$ cat src/rtl/cacheline_adapter_pkg.sv
// cacheline_adapter_pkg: shared types and constants for the line-to-burst adapter
package cacheline_adapter_pkg;
  localparam int LINE_W = 256;
  localparam int LINE_OFFSET_W = 5;
  typedef enum logic [2:0] {IDLE, RD_REQ, RD_DATA, WR_DATA, RESP} adapter_state_t;
  function automatic int beats(int beat_w);
    return LINE_W / beat_w;
  endfunction
endpackage

$ cat src/rtl/cacheline_adapter.sv
// cacheline_adapter: 256-bit cache line port to BEAT_W-bit memory bursts
// Define CACHELINE_ADAPTER_ASSERT_EN to compile in simulation protocol checks.
module cacheline_adapter
  import cacheline_adapter_pkg::*;
#(
  parameter int BEAT_W = 64
) (
  input  logic              clk,
  input  logic              rst,
  input  logic [31:0]       dfp_addr,
  input  logic              dfp_read,
  input  logic              dfp_write,
  input  logic [LINE_W-1:0] dfp_wdata,
  output logic [LINE_W-1:0] dfp_rdata,
  output logic              dfp_resp,
  output logic [31:0]       mem_addr,
  output logic              mem_read,
  output logic              mem_write,
  output logic [BEAT_W-1:0] mem_wdata,
  input  logic              mem_ready,
  input  logic [BEAT_W-1:0] mem_rdata,
  input  logic              mem_rvalid
);
  localparam int BEATS = beats(BEAT_W);
  localparam int CNT_W = BEATS > 1 ? $clog2(BEATS) : 1;
  localparam logic [CNT_W-1:0] LAST = CNT_W'(BEATS - 1);
  adapter_state_t state, state_n;
  logic [31:0] addr_q;
  logic [LINE_W-1:0] line_q;
  logic [CNT_W-1:0] cnt;
  logic rd_q;
  logic last;
  logic unused_offset;
  assign last = cnt == LAST;
  assign unused_offset = &{1'b0, dfp_addr[LINE_OFFSET_W-1:0]};
  always_ff @(posedge clk) begin
    if (rst) state <= IDLE;
    else state <= state_n;
  end
  always_comb begin
    state_n = state;
    unique case (state)
      IDLE:    state_n = dfp_write ? WR_DATA : dfp_read ? RD_REQ : IDLE;
      RD_REQ:  state_n = mem_ready ? RD_DATA : RD_REQ;
      RD_DATA: state_n = mem_rvalid && last ? RESP : RD_DATA;
      WR_DATA: state_n = mem_ready && last ? RESP : WR_DATA;
      default: state_n = IDLE;
    endcase
  end
  // one line buffer serves both read assembly and write beat sourcing
  always_ff @(posedge clk) begin
    if (rst) begin
      addr_q <= '0;
      line_q <= '0;
      cnt    <= '0;
      rd_q   <= 1'b0;
    end else begin
      unique case (state)
        IDLE: if (dfp_write || dfp_read) begin
          addr_q <= {dfp_addr[31:LINE_OFFSET_W], {LINE_OFFSET_W{1'b0}}};
          rd_q   <= !dfp_write;
          cnt    <= '0;
          if (dfp_write) line_q <= dfp_wdata;
        end
        RD_DATA: if (mem_rvalid) begin
          line_q[cnt*BEAT_W +: BEAT_W] <= mem_rdata;
          cnt <= cnt + 1'b1;
        end
        WR_DATA: if (mem_ready) cnt <= cnt + 1'b1;
        default: ;
      endcase
    end
  end
  always_comb begin
    mem_read  = state == RD_REQ;
    mem_write = state == WR_DATA;
    mem_addr  = (state == RD_REQ || state == WR_DATA) ? addr_q : '0;
    mem_wdata = state == WR_DATA ? line_q[cnt*BEAT_W +: BEAT_W] : '0;
    dfp_resp  = state == RESP;
    dfp_rdata = (state == RESP && rd_q) ? line_q : '0;
  end
`ifdef CACHELINE_ADAPTER_ASSERT_EN
  logic resp_q;
  always_ff @(posedge clk) begin
    if (rst) resp_q <= 1'b0;
    else resp_q <= dfp_resp;
  end
  always_ff @(posedge clk) begin
    if (!rst) begin
      if (state == IDLE) begin
        assert (!(dfp_read && dfp_write)) else $error("dfp_read and dfp_write both high");
        if (dfp_read || dfp_write)
          assert (dfp_addr[LINE_OFFSET_W-1:0] == '0) else $error("unaligned line address");
      end
      if (state != IDLE)
        assert (dfp_addr[31:LINE_OFFSET_W] == addr_q[31:LINE_OFFSET_W]) else $error("dfp_addr changed mid-request");
      if ((state == WR_DATA || state == RESP) && !rd_q)
        assert (dfp_wdata == line_q) else $error("dfp_wdata changed mid-write");
      assert (!mem_rvalid || state == RD_REQ || state == RD_DATA) else $error("mem_rvalid outside read");
      assert (!(dfp_resp && resp_q)) else $error("dfp_resp held two cycles");
    end
  end
`endif
endmodule

$ cat config.mk
export PLATFORM = sky130hd
export DESIGN_NAME = cacheline_adapter
export DESIGN_NICKNAME = d
export VERILOG_FILES = /design/src/rtl/cacheline_adapter_pkg.sv /design/src/rtl/cacheline_adapter.sv
export SDC_FILE = /design/constraint.sdc
export NUM_CORES = 1
export LEC_CHECK = 0
export ABC_AREA = 1
export BUFFER_PORTS_ARGS = -buffer_cell sky130_fd_sc_hd__buf_2
export CAP_MARGIN = 20
export CELL_PAD_IN_SITES_DETAIL_PLACEMENT = 0
export CELL_PAD_IN_SITES_GLOBAL_PLACEMENT = 1
export CORE_AREA = 4 4 274 276
export DETAILED_ROUTE_END_ITERATION = 8
export DIE_AREA = 0 0 278 280
export PLACE_DENSITY = 0.68
export RECOVER_POWER = 100
export SLEW_MARGIN = 20
export SYNTH_ARGS = -nofsm -noshare
export SYNTH_HDL_FRONTEND = slang
export SYNTH_SLANG_ARGS = --single-unit
$ cat constraint.sdc
create_clock -name clk -period 3.45 [get_ports clk]
set_input_delay 0.1725 -clock clk [delete_from_list [all_inputs] [get_ports clk]]
set_output_delay 0.1725 -clock clk [all_outputs]
set_load 0.005 [all_outputs]
==> metrics.cfg, run 1 <==
[worst_setup_path]
rrSetupSlack_ns = 0.46
cp_max_fo = 158
rr_worst_depth = 8
cp_data_required_time_ns = 3.28
crit_path_end_kind = primary output
worstPathArrival_ns = 2.97
crit_path_start_kind = flop
crit_path_start = state[0]$_SDFF_PP0_
worstSetupPathType = reg -> out
rr_endpoint = line_q[252]$_SDFFE_PP0P_
cp-endpoint = dfp_rdata[46]
reg2reg_from = cnt[1]$_SDFFE_PP0P_

[route]
detail_route.wl_per_cell_um = 19.78
drc = 0
via_per_inst = 4.690
dr.pass1.iters = 5
drtIter0Drc = 1781
routed_wl_um = 106900
vias = 25344
drtAntennaViolNets = 0

[floorplan]
die_h_um = 280
dieArea_um2 = 77840
start_util = 0.2735
std_cell_rows = 99
io-pin-count = 713
dieWidth_um = 278
core-area_um2 = 72590

[placed_design]
dp.cells = 5144
port_buffers = 702
hpwl_um = 71000
gp_congestion = 0.8698

[yosys]
avgSynthCellArea_um2 = 5.358
syn_inst = 3705
synth.top_cell.area_share = 0.2914
synth_area_leaders = dfxtp_1 29%, nand2_1 21%, nor2_1 13%
ys.flop_type = dfxtp_1
ys_ff_latch = 289
synth_commonest_cells = 1113 x nand2_1, 675 x nor2_1, 554 x inv_1
yosys_warnings = 0
synth_edf_count = 0
async_flop_share = 0
yosysUniqueCellTypes = 26
synth_top_cell_by_area = dfxtp_1
netlist_area_um2 = 19850
synthMostInstantiatedCell = nand2_1
ys_seq_area_frac = 0.2914

[timing]
min_period_ns = 3.141
clock.fmax_mhz = 318.4
slew_viol_final = 98
setup_viol = 0
timing.setup.tns_ns = 0
rsz0062_at_grt = false
hold_viol_final = 0
fin_worst_skew_ns = 0.01988
period_share = 0.9105
relSlewSlack = -0.04974
tightest_slew_ns = 1.575

[pwr]
clockPowerShare = 0.269
power_switching_mw = 7.558
internal_power_mw = 9.324
power_density_nw_per_um2 = 630.2
p_sw_frac = 0.4477
power_frac_comb = 0.458
ir_drop_uv = 574.1
p_leak_nw = 13.66
p_seq_frac = 0.274

[cells_and_area]
final_nets = 4767
drive_above_1_share = 0.1220
area_growth_pct = 34.94
final_cells = 5404

[clock_tree]
worstSkewPairLatency_ns = 0.56
cts_buffers = 43
path_clk_slew_ns = 0.06
cts_max_level = 2
root_buffer = clkbuf_16
clockBufferDepth = 3
cts_sinks = 289
tritoncts = done

[global_routing]
grt_max_degree = 197
grt_pass1_wl_um = 156800
grtUsageTotal = 0.2610
antenna_found_initial = 14
grt-ovfl-total = 0
grt_pass1_vias = 24235

[outcome]
violations = max-capacitance violations, max-slew violations
status = finished, violations left

[min_path]
hp-class = in -> reg

[run]
drv_cap = 1

[cell families (layout without fill, tap and decap cells)]
| family | count (synthesis) | count (layout) | share of synthesized area |
|---|---|---|---|
| fa+ha+maj | 6 | 6 | 0.003782 |
| compound gates | 506 | 506 | 0.1279 |
| simple gates | 2069 | 2069 | 0.4114 |
| flops | 289 | 289 | 0.2914 |
| other cells | 1 | 15 | 0.0001889 |
| buf+inv | 834 | 1560 | 0.1653 |
[power by group through the flow]
stage	Clock (mW)	Combinational, mW	Sequential, mW
after floorplan	0	5.13	4.57
after global placement	0	7.54	4.67
after detailed placement	0	7.54	4.69
after CTS	4.64	7.76	4.62
after global routing	4.77	8.73	4.72
final	4.54	7.73	4.62
[cells in the final DEF, fill, tap and decap left out, drive strengths merged, types with 9 or more instances in the layout]
cell type | synthesis | final
nand2 | 1115 | 1115
nor2 | 681 | 681
inv | 559 | 560
clkbuf | 149 | 414
buf | 125 | 402
dfxtp | 289 | 289
o21ai | 283 | 283
nand3 | 267 | 267
a21oi | 221 | 221
dlygate4sd3 | 0 | 173
diode | 0 | 10
clkinv | 1 | 9
[per-stage QoR]
step / utilization / hold WS, ns / area [um2] / total power [mW] / setup WS (ns)
2_1_floorplan: - / 0.3261 / 19870 / 9.698 / 1.173
3_3_place_gp: 0.3314 / 0.4435 / 24060 / 12.21 / 0.7993
3_5_place_dp: 0.3314 / 0.4442 / 24060 / 12.23 / 0.7913
4_1_cts: 0.3750 / 0.0009190 / 27220 / 17.03 / 0.4037
5_1_grt: 0.3689 / 0.03766 / 26780 / 18.22 / 0.1609
6_report: 0.3690 / 0.02599 / 26790 / 16.88 / 0.3089
[registers in the layout (all words and copies together), names as in the netlist]
register  count
line_q      256
addr_q       27
cnt           2
rd_q          1
state         3
[critical path, cell delays in order, from the launching register on]
cell	delay (ns)
dfxtp_1	0.50
nor3_1	0.16
nand2_4	0.09
buf_6	0.90
nor2_1	0.29
clkbuf_1	0.20
[area by class of cell]
| type | instances | area, um2 |
|---|---|---|
| Sequential cell | 289 | 5793 |
| Timing Repair Buffer | 923 | 5349 |
| Multi-Input combinational cell | 2586 | 10870 |
| Tap cell | 959 | 1200 |
| Fill cell | 8608 | 45800 |
| Inverter | 560 | 2113 |
| Clock buffer | 66 | 1325 |
| Clock inverter | 11 | 108.9 |
| Antenna cell | 10 | 25.02 |
[what timing repair did]
| action | 4_1_cts | 5_1_grt |
|---|---|---|
| buffers inserted | 0 | 0 |
| endpoints found under the setup margin | 0 | 0 |
| hold endpoints to repair | 171 | 0 |
| hold buffers | 173 | 0 |
| resized for setup | 0 | 0 |
[worst min-delay path by stage]
stage / from / cells past startpoint / slack [ns] / to
floorplan: rst / 3 / 0.33 / state[0]$_SDFF_PP0_
global placement: addr_q[21]$_SDFFE_PP0P_ / 2 / 0.44 / addr_q[21]$_SDFFE_PP0P_
detailed placement: addr_q[21]$_SDFFE_PP0P_ / 2 / 0.44 / addr_q[21]$_SDFFE_PP0P_
CTS: dfp_wdata[139] / 7 / 0.0009 / line_q[139]$_SDFFE_PP0P_
global route: dfp_wdata[71] / 5 / 0.04 / line_q[71]$_SDFFE_PP0P_
finish: dfp_wdata[71] / 5 / 0.03 / line_q[71]$_SDFFE_PP0P_
[per-layer routing]
metal,vias up,GRT usage,share of wire
met5,-,0,0.00025
met4,4,0.1020,0.041
met3,198,0.03636,0.064
met2,992,0.4474,0.47
met1,11580,0.3330,0.42
li1,12570,-,-
Power figures use the tool's default switching activity.
==> inputs of run 2 (changes only) <==
--- a/config.mk
+++ b/config.mk
@@ -14,7 +14,6 @@
 export DETAILED_ROUTE_END_ITERATION = 8
 export DIE_AREA = 0 0 278 280
 export PLACE_DENSITY = 0.68
-export RECOVER_POWER = 100
 export SLEW_MARGIN = 20
 export SYNTH_ARGS = -nofsm -noshare
 export SYNTH_HDL_FRONTEND = slang
==> run 2 against run 1 <==
Against the previous run: power increased by 0.33%; flip-flop and latch count stayed put; worst hold slack better by 0.010 ns; sequential share of layout area down 0.37 points; sequential power about the same; global-route usage did not move; critical endpoint is now dfp_rdata[145]; the run now ends clean.
==> metrics.cfg, run 2 (synthesized netlist as in run 1, its figures left out) <==
[outcome]
status = complete, no violations

[worst_setup_path]
crit_path_start_kind = flop
max_stage_delay_ns = 0.57
cp_max_fo = 53
cp_common_cell = buf_4
slowest_stage = buf_4
worstPathCellList = nor3_1 > nand2_4 > buf_4 > buf_4 > nor2_1 > buf_2
cp_data_required_time_ns = 3.28
crit_path_end_kind = primary output
worstPathArrival_ns = 2.80
rrSetupSlack_ns = 0.78
worstSetupPathType = reg -> out

[cells_and_area]
final_nets = 4767
top_regs = line_q: 256 flops, addr_q: 27 flops, state: 3 flops
largest_register_ffs = 256
final_common_cell = nand2_1
largest_register = line_q
final_cell_mix = 1108 x nand2_1, 702 x buf_2, 674 x nor2_1
final_cells = 5404
area_growth_pct = 37.26
final_core_util = 0.3754
drive_above_1_share = 0.1910

[route]
dr.pass1.iters = 8
detail_route.wl_per_cell_um = 19.76
drtAntennaViolNets = 0
drc = 0
drtIter0Drc = 1804
vias = 25286
routed_wl_um = 106800
via_per_inst = 4.679

[global_routing]
grt-ovfl-total = 0
grt_pass1_wl_um = 156800
grtUsageTotal = 0.2610
grt_pass1_vias = 24235
grt_max_degree = 197
antenna_found_initial = 14

[pwr]
p_leak_nw = 15.07
power_density_nw_per_um2 = 621.6
ir_drop_uv = 526.4

[clock_tree]
cts_max_level = 2
worstSkewPairLatency_ns = 0.56
clockBufferDepth = 3
post_cts_buffers = 0
cts.repair.resized = 0
cts_buffers = 43
cts_sinks = 289
tritoncts = done
path_clk_slew_ns = 0.06
root_buffer = clkbuf_16

[timing]
setup_ws_ns = 0.4810
tightest_slew_ns = 1.170
relSlewSlack = 0.2197
period_share = 0.8606
fin_worst_skew_ns = 0.01949
setup_viol = 0
timing.setup.tns_ns = 0
hold_viol_final = 0
slew_viol_final = 0
rsz0062_at_grt = false
clock.fmax_mhz = 336.8
min_period_ns = 2.969

[placed_design]
dp_slack_ns = 0.7913
dp.cells = 5144
port_buffers = 702
gp_congestion = 0.8698
hpwl_um = 71000

[floorplan]
start_util = 0.2735
dieWidth_um = 278
dieArea_um2 = 77840
core-area_um2 = 72590
std_cell_rows = 99
io-pin-count = 713
die_h_um = 280

[run]
drv_cap = 0

[min_path]
hp-class = in -> reg

==> run 2: cell count changes in the layout (fill, tap and decap cells not counted), moves of 3 or more <==
cell | before | now
o21ai_0 | 266 | 262
buf_12 | 11 | 14
clkbuf_2 | 46 | 0
clkbuf_1 | 309 | 9
buf_2 | 362 | 702
o21ai_1 | 17 | 21
buf_4 | 26 | 34
==> run 2: worst paths after layout <==
| kind | start | to | cells after the start |
|---|---|---|---|
| setup reg to reg | cnt[1]$_SDFFE_PP0P_ | line_q[75]$_SDFFE_PP0P_ | 8 |
| setup / recovery | state[0]$_SDFF_PP0_ | dfp_rdata[145] | 6 |
| hold / removal | dfp_wdata[68] | line_q[68]$_SDFFE_PP0P_ | 5 |
| hold reg to reg | addr_q[11]$_SDFFE_PP0P_ | addr_q[11]$_SDFFE_PP0P_ | 2 |
==> run 2: critical path: cells and delay by family (launching register included) <==
| kind | cells | cell delay (ns) |
|---|---|---|
| and+or+nand+nor | 3 | 0.41 |
| buffers and inverters | 3 | 1.27 |
| DFF | 1 | 0.51 |
==> run 2: metal layers <==
layer | wire length, um | up-vias | share of wire | GRT usage
met4 | 4285 | 4 | 0.040 | 0.1020
met3 | 6774 | 192 | 0.063 | 0.03636
met5 | 27 | - | 0.00025 | 0
met2 | 50510 | 976 | 0.47 | 0.4474
li1 | - | 12568 | - | -
met1 | 45210 | 11546 | 0.42 | 0.3330
==> run 2: power breakdown <==
group	switching (mW)	total, mW	internal, mW
sequential	0.348	4.62	4.27
combinational	5.47	7.78	2.31
clock	1.76	4.54	2.78
total	7.58	16.9	9.36
==> run 2: what timing repair did <==
action | in CTS | in global routing
endpoints found under the setup margin | 0 | 0
hold endpoints to repair | 171 | 0
hold buffers | 173 | 0
==> run 2: cell type report <==
| type | instances | area (um2) |
|---|---|---|
| Antenna cell | 10 | 25.02 |
| Clock buffer | 66 | 1325 |
| Clock inverter | 11 | 108.9 |
| Fill cell | 8444 | 45340 |
| Inverter | 560 | 2113 |
| Multi-Input combinational cell | 2586 | 10900 |
| Sequential cell | 289 | 5793 |
| Tap cell | 959 | 1200 |
| Timing Repair Buffer | 923 | 5781 |
==> run 2: per-stage QoR <==
step	hold WS (ns)	area, um2	power, mW
after global placement	0.4435	24060	12.21
final	0.03639	27250	16.94
after detailed placement	0.4442	24060	12.23
after CTS	0.0009190	27220	17.03
after floorplan	0.3261	19870	9.698
after global routing	0.03766	27240	18.27
